$ cat src/rtl/bc_io_intr_ctrl_pkg.sv
// Shared definitions for the basic-computer I/O and interrupt sequencer.
// This file holds the output-port state encoding and the bit positions of the
// register-I/O opcodes in IR[11:6].
package bc_io_pkg;

  // States of the output device handshake.
  typedef enum logic [1:0] {
    O_READY = 2'd0,
    O_SEND  = 2'd1,
    O_BUSY  = 2'd2
  } out_state_t;

  // Width of the I/O opcode field taken from IR[11:6].
  localparam int IR_IO_W = 6;

  // Bit positions of the individual I/O opcodes within that field.
  localparam int IO_INP = 5;
  localparam int IO_OUT = 4;
  localparam int IO_SKI = 3;
  localparam int IO_SKO = 2;
  localparam int IO_ION = 1;
  localparam int IO_IOF = 0;

endpackage

$ cat src/rtl/bc_io_intr_ctrl_if.sv
// Character handshake between the I/O sequencer and the external devices.
// The device side uses the master modport and the sequencer uses the slave
// modport.
interface bc_io_intr_ctrl_if #(
  parameter int DATA_W = 8
);

  logic              in_valid;
  logic [DATA_W-1:0] in_data;
  logic              in_ready;
  logic              out_valid;
  logic [DATA_W-1:0] out_data;
  logic              out_ready;

  modport master (
    output in_valid,
    output in_data,
    output out_ready,
    input  in_ready,
    input  out_valid,
    input  out_data
  );

  modport slave (
    input  in_valid,
    input  in_data,
    input  out_ready,
    output in_ready,
    output out_valid,
    output out_data
  );

endinterface

$ cat src/rtl/bc_io_intr_ctrl_out_port.sv
// Output device port: the OUTR register, the handshake FSM and the busy
// delay counter. FGO is high exactly while the FSM sits in O_READY.
module bc_out_port
  import bc_io_pkg::*;
#(
  parameter int DATA_W    = 8,
  parameter int OUT_DELAY = 4
) (
  input  logic              clk,
  input  logic              rst_n,
  input  logic              out_load,
  input  logic [DATA_W-1:0] ac_low,
  input  logic              out_ready,
  output logic              out_valid,
  output logic [DATA_W-1:0] out_data,
  output logic              fgo
);

  // A zero delay still needs a one-bit counter so the declarations stay legal.
  localparam int CNT_W = (OUT_DELAY == 0) ? 1 : $clog2(OUT_DELAY + 1);
  localparam logic [CNT_W-1:0] CNT_INIT = CNT_W'(OUT_DELAY);
  localparam logic [CNT_W-1:0] CNT_ONE  = CNT_W'(1);

  out_state_t        state;
  out_state_t        state_next;
  logic [CNT_W-1:0]  count;
  logic [CNT_W-1:0]  count_next;
  logic              load_outr;
  logic [DATA_W-1:0] outr;

  // State, busy counter and OUTR registers; OUTR only changes when a load is accepted.
  always_ff @(posedge clk or negedge rst_n) begin
    if (!rst_n) begin
      state <= O_READY;
      count <= '0;
      outr  <= '0;
    end else begin
      state <= state_next;
      count <= count_next;
      if (load_outr) begin
        outr <= ac_low;
      end
    end
  end

  // Next-state logic; an OUT request outside O_READY is simply dropped.
  always_comb begin
    state_next = state;
    count_next = count;
    load_outr  = 1'b0;
    case (state)
      O_READY: begin
        if (out_load) begin
          load_outr  = 1'b1;
          state_next = O_SEND;
        end
      end
      O_SEND: begin
        if (out_ready) begin
          if (OUT_DELAY == 0) begin
            state_next = O_READY;
          end else begin
            state_next = O_BUSY;
            count_next = CNT_INIT;
          end
        end
      end
      O_BUSY: begin
        count_next = count - CNT_ONE;
        if (count == CNT_ONE) begin
          state_next = O_READY;
        end
      end
      default: begin
        state_next = O_READY;
      end
    endcase
  end

  assign out_valid = (state == O_SEND);
  assign fgo       = (state == O_READY);
  assign out_data  = outr;

endmodule

$ cat src/rtl/bc_io_intr_ctrl.sv
// I/O and interrupt sequencer for the basic computer. Owns INPR, FGI, IEN and
// R, and delegates OUTR/FGO to bc_out_port. Skip and INP-load decisions are
// combinational so the controller can act on them in the io_exec cycle.
module bc_io_intr_ctrl
  import bc_io_pkg::*;
#(
  parameter int DATA_W    = 8,
  parameter int OUT_DELAY = 4
) (
  input  logic               clk,
  input  logic               rst_n,
  bc_io_intr_ctrl_if.slave   dev,
  input  logic               io_exec,
  input  logic [IR_IO_W-1:0] ir_io,
  input  logic [DATA_W-1:0]  ac_low,
  input  logic               sc_t012,
  input  logic               intr_done,
  output logic               inp_load,
  output logic [DATA_W-1:0]  inpr,
  output logic               skip,
  output logic               fgi,
  output logic               fgo,
  output logic               ien,
  output logic               r_ff
);

  logic [1:0] rst_sync;
  logic       rst_int_n;
  logic       in_accept;
  logic       exec_inp;
  logic       exec_out;
  logic       exec_ion;
  logic       exec_iof;
  logic       r_set;

  // Reset asserts immediately but releases only after two clean clock edges.
  always_ff @(posedge clk or negedge rst_n) begin
    if (!rst_n) begin
      rst_sync <= 2'b00;
    end else begin
      rst_sync <= {rst_sync[0], 1'b1};
    end
  end

  assign rst_int_n = rst_sync[1];

  assign exec_inp  = io_exec & ir_io[IO_INP];
  assign exec_out  = io_exec & ir_io[IO_OUT];
  assign exec_ion  = io_exec & ir_io[IO_ION];
  assign exec_iof  = io_exec & ir_io[IO_IOF];
  assign in_accept = dev.in_valid & ~fgi;
  assign r_set     = ien & (fgi | fgo) & ~sc_t012 & ~r_ff;

  // INPR captures a character when the input device is accepted; FGI follows it.
  always_ff @(posedge clk or negedge rst_int_n) begin
    if (!rst_int_n) begin
      inpr <= '0;
      fgi  <= 1'b0;
    end else begin
      if (in_accept) begin
        inpr <= dev.in_data;
      end
      fgi <= in_accept | (fgi & ~exec_inp);
    end
  end

  // Interrupt enable and request; the end of the interrupt cycle overrides everything.
  always_ff @(posedge clk or negedge rst_int_n) begin
    if (!rst_int_n) begin
      ien  <= 1'b0;
      r_ff <= 1'b0;
    end else begin
      if (intr_done) begin
        ien  <= 1'b0;
        r_ff <= 1'b0;
      end else begin
        if (exec_iof) begin
          ien <= 1'b0;
        end else if (exec_ion) begin
          ien <= 1'b1;
        end
        if (r_set) begin
          r_ff <= 1'b1;
        end
      end
    end
  end

  bc_out_port #(
    .DATA_W    (DATA_W),
    .OUT_DELAY (OUT_DELAY)
  ) u_out_port (
    .clk       (clk),
    .rst_n     (rst_int_n),
    .out_load  (exec_out),
    .ac_low    (ac_low),
    .out_ready (dev.out_ready),
    .out_valid (dev.out_valid),
    .out_data  (dev.out_data),
    .fgo       (fgo)
  );

  assign dev.in_ready = ~fgi;
  assign inp_load     = exec_inp;
  assign skip         = io_exec & ((ir_io[IO_SKI] & fgi) | (ir_io[IO_SKO] & fgo));

endmodule
$ cat src/flat_wrapper.sv
// flat-port wrapper written by rule: the top's interface ports become plain ports
module bc_io_intr_ctrl_flat import bc_io_pkg::*;
#(
  parameter int DATA_W    = 8,
  parameter int OUT_DELAY = 4
)
  (clk, rst_n, io_exec, ir_io, ac_low, sc_t012, intr_done, inp_load, inpr, skip, fgi, fgo, ien, r_ff, dev_in_valid, dev_in_data, dev_out_ready, dev_in_ready, dev_out_valid, dev_out_data);
  bc_io_intr_ctrl_if #(.DATA_W(DATA_W)) dev_i ();
  input  logic clk;
  input  logic rst_n;
  input  logic io_exec;
  input  logic [IR_IO_W-1:0] ir_io;
  input  logic [DATA_W-1:0] ac_low;
  input  logic sc_t012;
  input  logic intr_done;
  output logic inp_load;
  output logic [DATA_W-1:0] inpr;
  output logic skip;
  output logic fgi;
  output logic fgo;
  output logic ien;
  output logic r_ff;
  input wire logic [$bits(dev_i.in_valid)-1:0] dev_in_valid;
  input wire logic [$bits(dev_i.in_data)-1:0] dev_in_data;
  input wire logic [$bits(dev_i.out_ready)-1:0] dev_out_ready;
  output wire logic [$bits(dev_i.in_ready)-1:0] dev_in_ready;
  output wire logic [$bits(dev_i.out_valid)-1:0] dev_out_valid;
  output wire logic [$bits(dev_i.out_data)-1:0] dev_out_data;
  assign dev_i.in_valid = dev_in_valid;
  assign dev_i.in_data = dev_in_data;
  assign dev_i.out_ready = dev_out_ready;
  assign dev_in_ready = dev_i.in_ready;
  assign dev_out_valid = dev_i.out_valid;
  assign dev_out_data = dev_i.out_data;
  bc_io_intr_ctrl #(.DATA_W(DATA_W), .OUT_DELAY(OUT_DELAY)) u_core (.clk(clk), .rst_n(rst_n), .dev(dev_i), .io_exec(io_exec), .ir_io(ir_io), .ac_low(ac_low), .sc_t012(sc_t012), .intr_done(intr_done), .inp_load(inp_load), .inpr(inpr), .skip(skip), .fgi(fgi), .fgo(fgo), .ien(ien), .r_ff(r_ff));
endmodule
$ cat config.mk
export PLATFORM = sky130hd
export DESIGN_NAME = bc_io_intr_ctrl_flat
export DESIGN_NICKNAME = d
export VERILOG_FILES = /design/src/rtl/bc_io_intr_ctrl_pkg.sv /design/src/rtl/bc_io_intr_ctrl_if.sv /design/src/rtl/bc_io_intr_ctrl_out_port.sv /design/src/rtl/bc_io_intr_ctrl.sv /design/src/flat_wrapper.sv
export SDC_FILE = /design/constraint.sdc
export NUM_CORES = 1
export LEC_CHECK = 0
export CORE_MARGIN = 5
export CORE_UTILIZATION = 43
export CTS_BUF_LIST = sky130_fd_sc_hd__clkbuf_16
export CTS_CLUSTER_SIZE = 20
export DETAILED_ROUTE_END_ITERATION = 8
export GPL_ROUTABILITY_DRIVEN = 0
export PLACE_DENSITY_LB_ADDON = 0.15
export REMOVE_ABC_BUFFERS = 1
export SLEW_MARGIN = 40
export SYNTH_ARGS = -nofsm -noshare
export SYNTH_HDL_FRONTEND = slang
export SYNTH_SLANG_ARGS = --single-unit
$ cat constraint.sdc
create_clock -name clk -period 1.2 [get_ports clk]
set_input_delay 0.18 -clock clk [delete_from_list [all_inputs] [get_ports clk]]
set_output_delay 0.18 -clock clk [all_outputs]
set_load 0.05 [all_outputs]
==> results.md, run 1 <==
- Worst Path Required: 1020 ps
- Final hold violations: 0
- NumNets Final: 182
- Final WS setup: -271 ps
- RSZ-0062 raised after global routing: yes
- Share of layout cells above drive strength 1: 0.440
- Routed Antenna Nets: 0
- Slew Limit Fails: 0
- WP data arrival: around 1300 ps
- Crit path time final: 1470 ps
- Clock Path Buffers: 2
- Port bufs: 52
- FF+latch count, synth: 26
- Synth Instances: 81
- DR WL/cell: around 17 um
- Cell type with the largest total area after synthesis: dfrtp_1
- Sequence of cells on the critical path: nor2_2, buf_4, a22oi_2, nor2b_2, buf_12
- Vias per cell: ~5
- FMAX: between 600 and 700 MHz
- Global-route wire length before repair: 4.72 mm
- Worst hold-check path type: in -> async
- Leak: 0.988 nW
- Grt total ovfl: 0
- Status: finished, violations left
- Cells after DPL: 170
- Clock H-tree levels: 1
- CP max stage delay: between 300 and 400 ps
- Remaining DRCs: 0
- Peak supply drop: 2510 uV
- Failing checks: negative setup slack
- Number of top-level pins: 53
- Critical setup path kind: reg -> out
- Rows: 18
- Antenna diode count: 0
- Mean area per synthesized cell: 13.6 um2
- Vias: 895
- CTS clk-pin slew, worst paths: 60 ps
- Layout area overhead: 95.8%
- Worst path top cell family by delay: flip-flops
- Initial antenna violation count: 0
- Final Power: 0.00590 W
- Power per Cell Area: 2740 mW/mm2
- WP buf/inv: 2
- HPWL Detailed: 2.22 mm
- Critical-path top delay cell: dfrtp_1
- Distinct cells, synth: 24
- Initial DRC Count: 14
- Final setup viols: 16
- DIE AREA: 0.00367 mm2
- Fin crit share: 1.23
- TritonCTS buffer count: 3
- Critical path capture point type: primary output
- Netlist Area Pre-Place: 0.00110 mm2
- Pin count of the biggest net entering global routing: 15
- Initial Utilization: 0.448
- Die extent in y: around 61 um
- Final wirelength: 2.98 mm
- Synth Warn #: 0
- Clk Latency, worst-skew pair: 260 ps
- Standard cell core area: ~0.0025 mm2
- GRT Overall Usage: 0.181
- Max FO, Critical Path: 2
- Pre-Repair DR Iteration Count: 2
- Layout Skew: 1.78 ps
- Non-Filler Instances: 180
- Cts hold-fix bufs: 0
- Ranking of synthesized cells by area: dfrtp_1 59%, mux2_4 11%, mux2_1 8.2%
- Die Wd: roughly 61 um
- CTS tree: yes
- Number of global-route vias before repair: 1,032
- Area share of the largest cell type after synthesis: 0.592
- Register area share after synthesis: 0.592
- # clock sinks: 26
- Max Cap Viol: 0
- Clock root cell: clkbuf_16
- Crit path launch type: flip-flop
-- path summary, 6_finish.rpt --
| path | start | to | slack, ps | depth (start not counted) |
|---|---|---|---|---|
| max in group asynchronous | u_core.rst_sync[1] | u_core.u_out_port.state[0] | 800 | 1 |
| max | u_core.u_out_port.state[1] | skip | -270 | 5 |
| min in group clk | u_core.rst_sync[0] | u_core.rst_sync[1] | 360 | 0 |
| min | rst_n | u_core.rst_sync[1] | 80 | 1 |
| min reg2reg | u_core.rst_sync[1] | u_core.inpr[6] | 220 | 1 |
| max reg2reg | u_core.u_out_port.state[1] | u_core.u_out_port.out_data[3] | -170 | 4 |
-- cell usage in the layout, fill, tap and decap left out --
master / count
nor2b_4: 1
and3_4: 1
nor2b_1: 1
buf_12: 24
and2_4: 1
o211ai_1: 1
nor2_4: 1
dfrtp_1: 26
clkdlybuf4s50_1: 27
o21bai_1: 1
a22oi_2: 1
a211oi_1: 2
buf_6: 5
inv_6: 1
o21ai_0: 1
inv_1: 7
nor2b_2: 1
buf_4: 10
clkinv_1: 1
a221oi_2: 1
ha_1: 2
a21oi_2: 1
nor3_1: 2
conb_1: 1
nand2_2: 1
a311o_1: 1
dlygate4sd2_1: 1
clkbuf_16: 3
a21oi_1: 5
mux2_1: 3
mux2_4: 13
nor2_2: 1
a21o_1: 1
nor2_1: 1
-- metrics by stage --
| step | setup TNS [ps] | util | setup slack (ps) | cell area (um2) | hold slack [ps] |
|---|---|---|---|---|---|
| 2_1_floorplan | -8840 | - | -782 | 1080 | -116 |
| 3_3_place_gp | -3250 | 0.794 | -193 | 1950 | 182 |
| 3_5_place_dp | -3790 | 0.794 | -222 | 1950 | 190 |
| 4_1_cts | -2060 | 0.863 | -254 | 2120 | 80.5 |
| 5_1_grt | -2850 | 0.876 | -358 | 2150 | 77.7 |
| 6_report | -1960 | 0.876 | -271 | 2150 | 81.1 |
-- layout make-up --
class | count | area [um2]
well taps | 30 | 37.5
flip-flops and latches | 26 | 651
repair buffers | 67 | 891
clock inverters | 1 | 3.75
clock buffers | 3 | 75.1
multi-input cells | 45 | 458
fillers | 102 | 304
inverters | 8 | 35.0
-- report_power, final --
| part | internal, W | switching [W] |
|---|---|---|
| sequential | 0.00120 | 0.000347 |
| clock | 0.000446 | 0.000291 |
| combinational | 0.00190 | 0.00171 |
| total | 0.00355 | 0.00235 |
-- synthesized netlist by cell type, drive strengths merged --
library cell,n
a21o,1
a311o,1
nor3,2
a22oi,1
ha,2
buf,2
and2,1
a221oi,1
dfrtp,26
mux2,16
a211oi,2
nand2,1
o21bai,1
o21ai,1
o211ai,1
conb,1
and3,1
a21oi,6
nor2b,3
nor2,3
inv,8
-- registers in the layout, summed over array words and instances, names as in the netlist --
name and count:
u_core.u_out_port.state 2, u_core.r_ff 1, u_core.rst_sync 2, u_core.fgi 1, u_core.u_out_port.count 3, u_core.ien 1
u_core.inpr 8, u_core.u_out_port.out_data 8
-- what timing repair did --
action | in CTS | in global routing
gates cloned | 0 | 0
gates resized for setup | 15 | 11
buffers inserted | 7 | 4
endpoints found under the setup margin | 12 | 22
pin swaps | 4 | 3
-- metal layers --
layer  vias to the layer above  share of wire  track usage
met3                         5          0.069       0.0426
met5                         -              0            0
met1                       441           0.38        0.199
met4                         0          0.016       0.0898
li1                        418              -            -
met2                        31           0.54        0.326
-- kinds of logic after synthesis --
family,after synthesis,synth area share
AOI/OAI and AO/OA,15,0.0900
adders and majority gates,2,0.0228
buffers and inverters,10,0.0421
DFF,26,0.592
muxes,16,0.191
other,1,0.00341
and+or+nand+nor,11,0.0581
-- worst reg2reg max path, cell delays in order, from the launching register on --
cell and delay (ps):
dfrtp_1 390, nor2_2 140, buf_4 120, and3_4 290, mux2_4 320
Note: power is estimated with default switching activity, not from simulation.
==> inputs of run 2 (changes only) <==
CAP_MARGIN = 10   (was default)
==> results of run 2 <==
No change in the layout: final DEF, timing and power equal those of run 1.
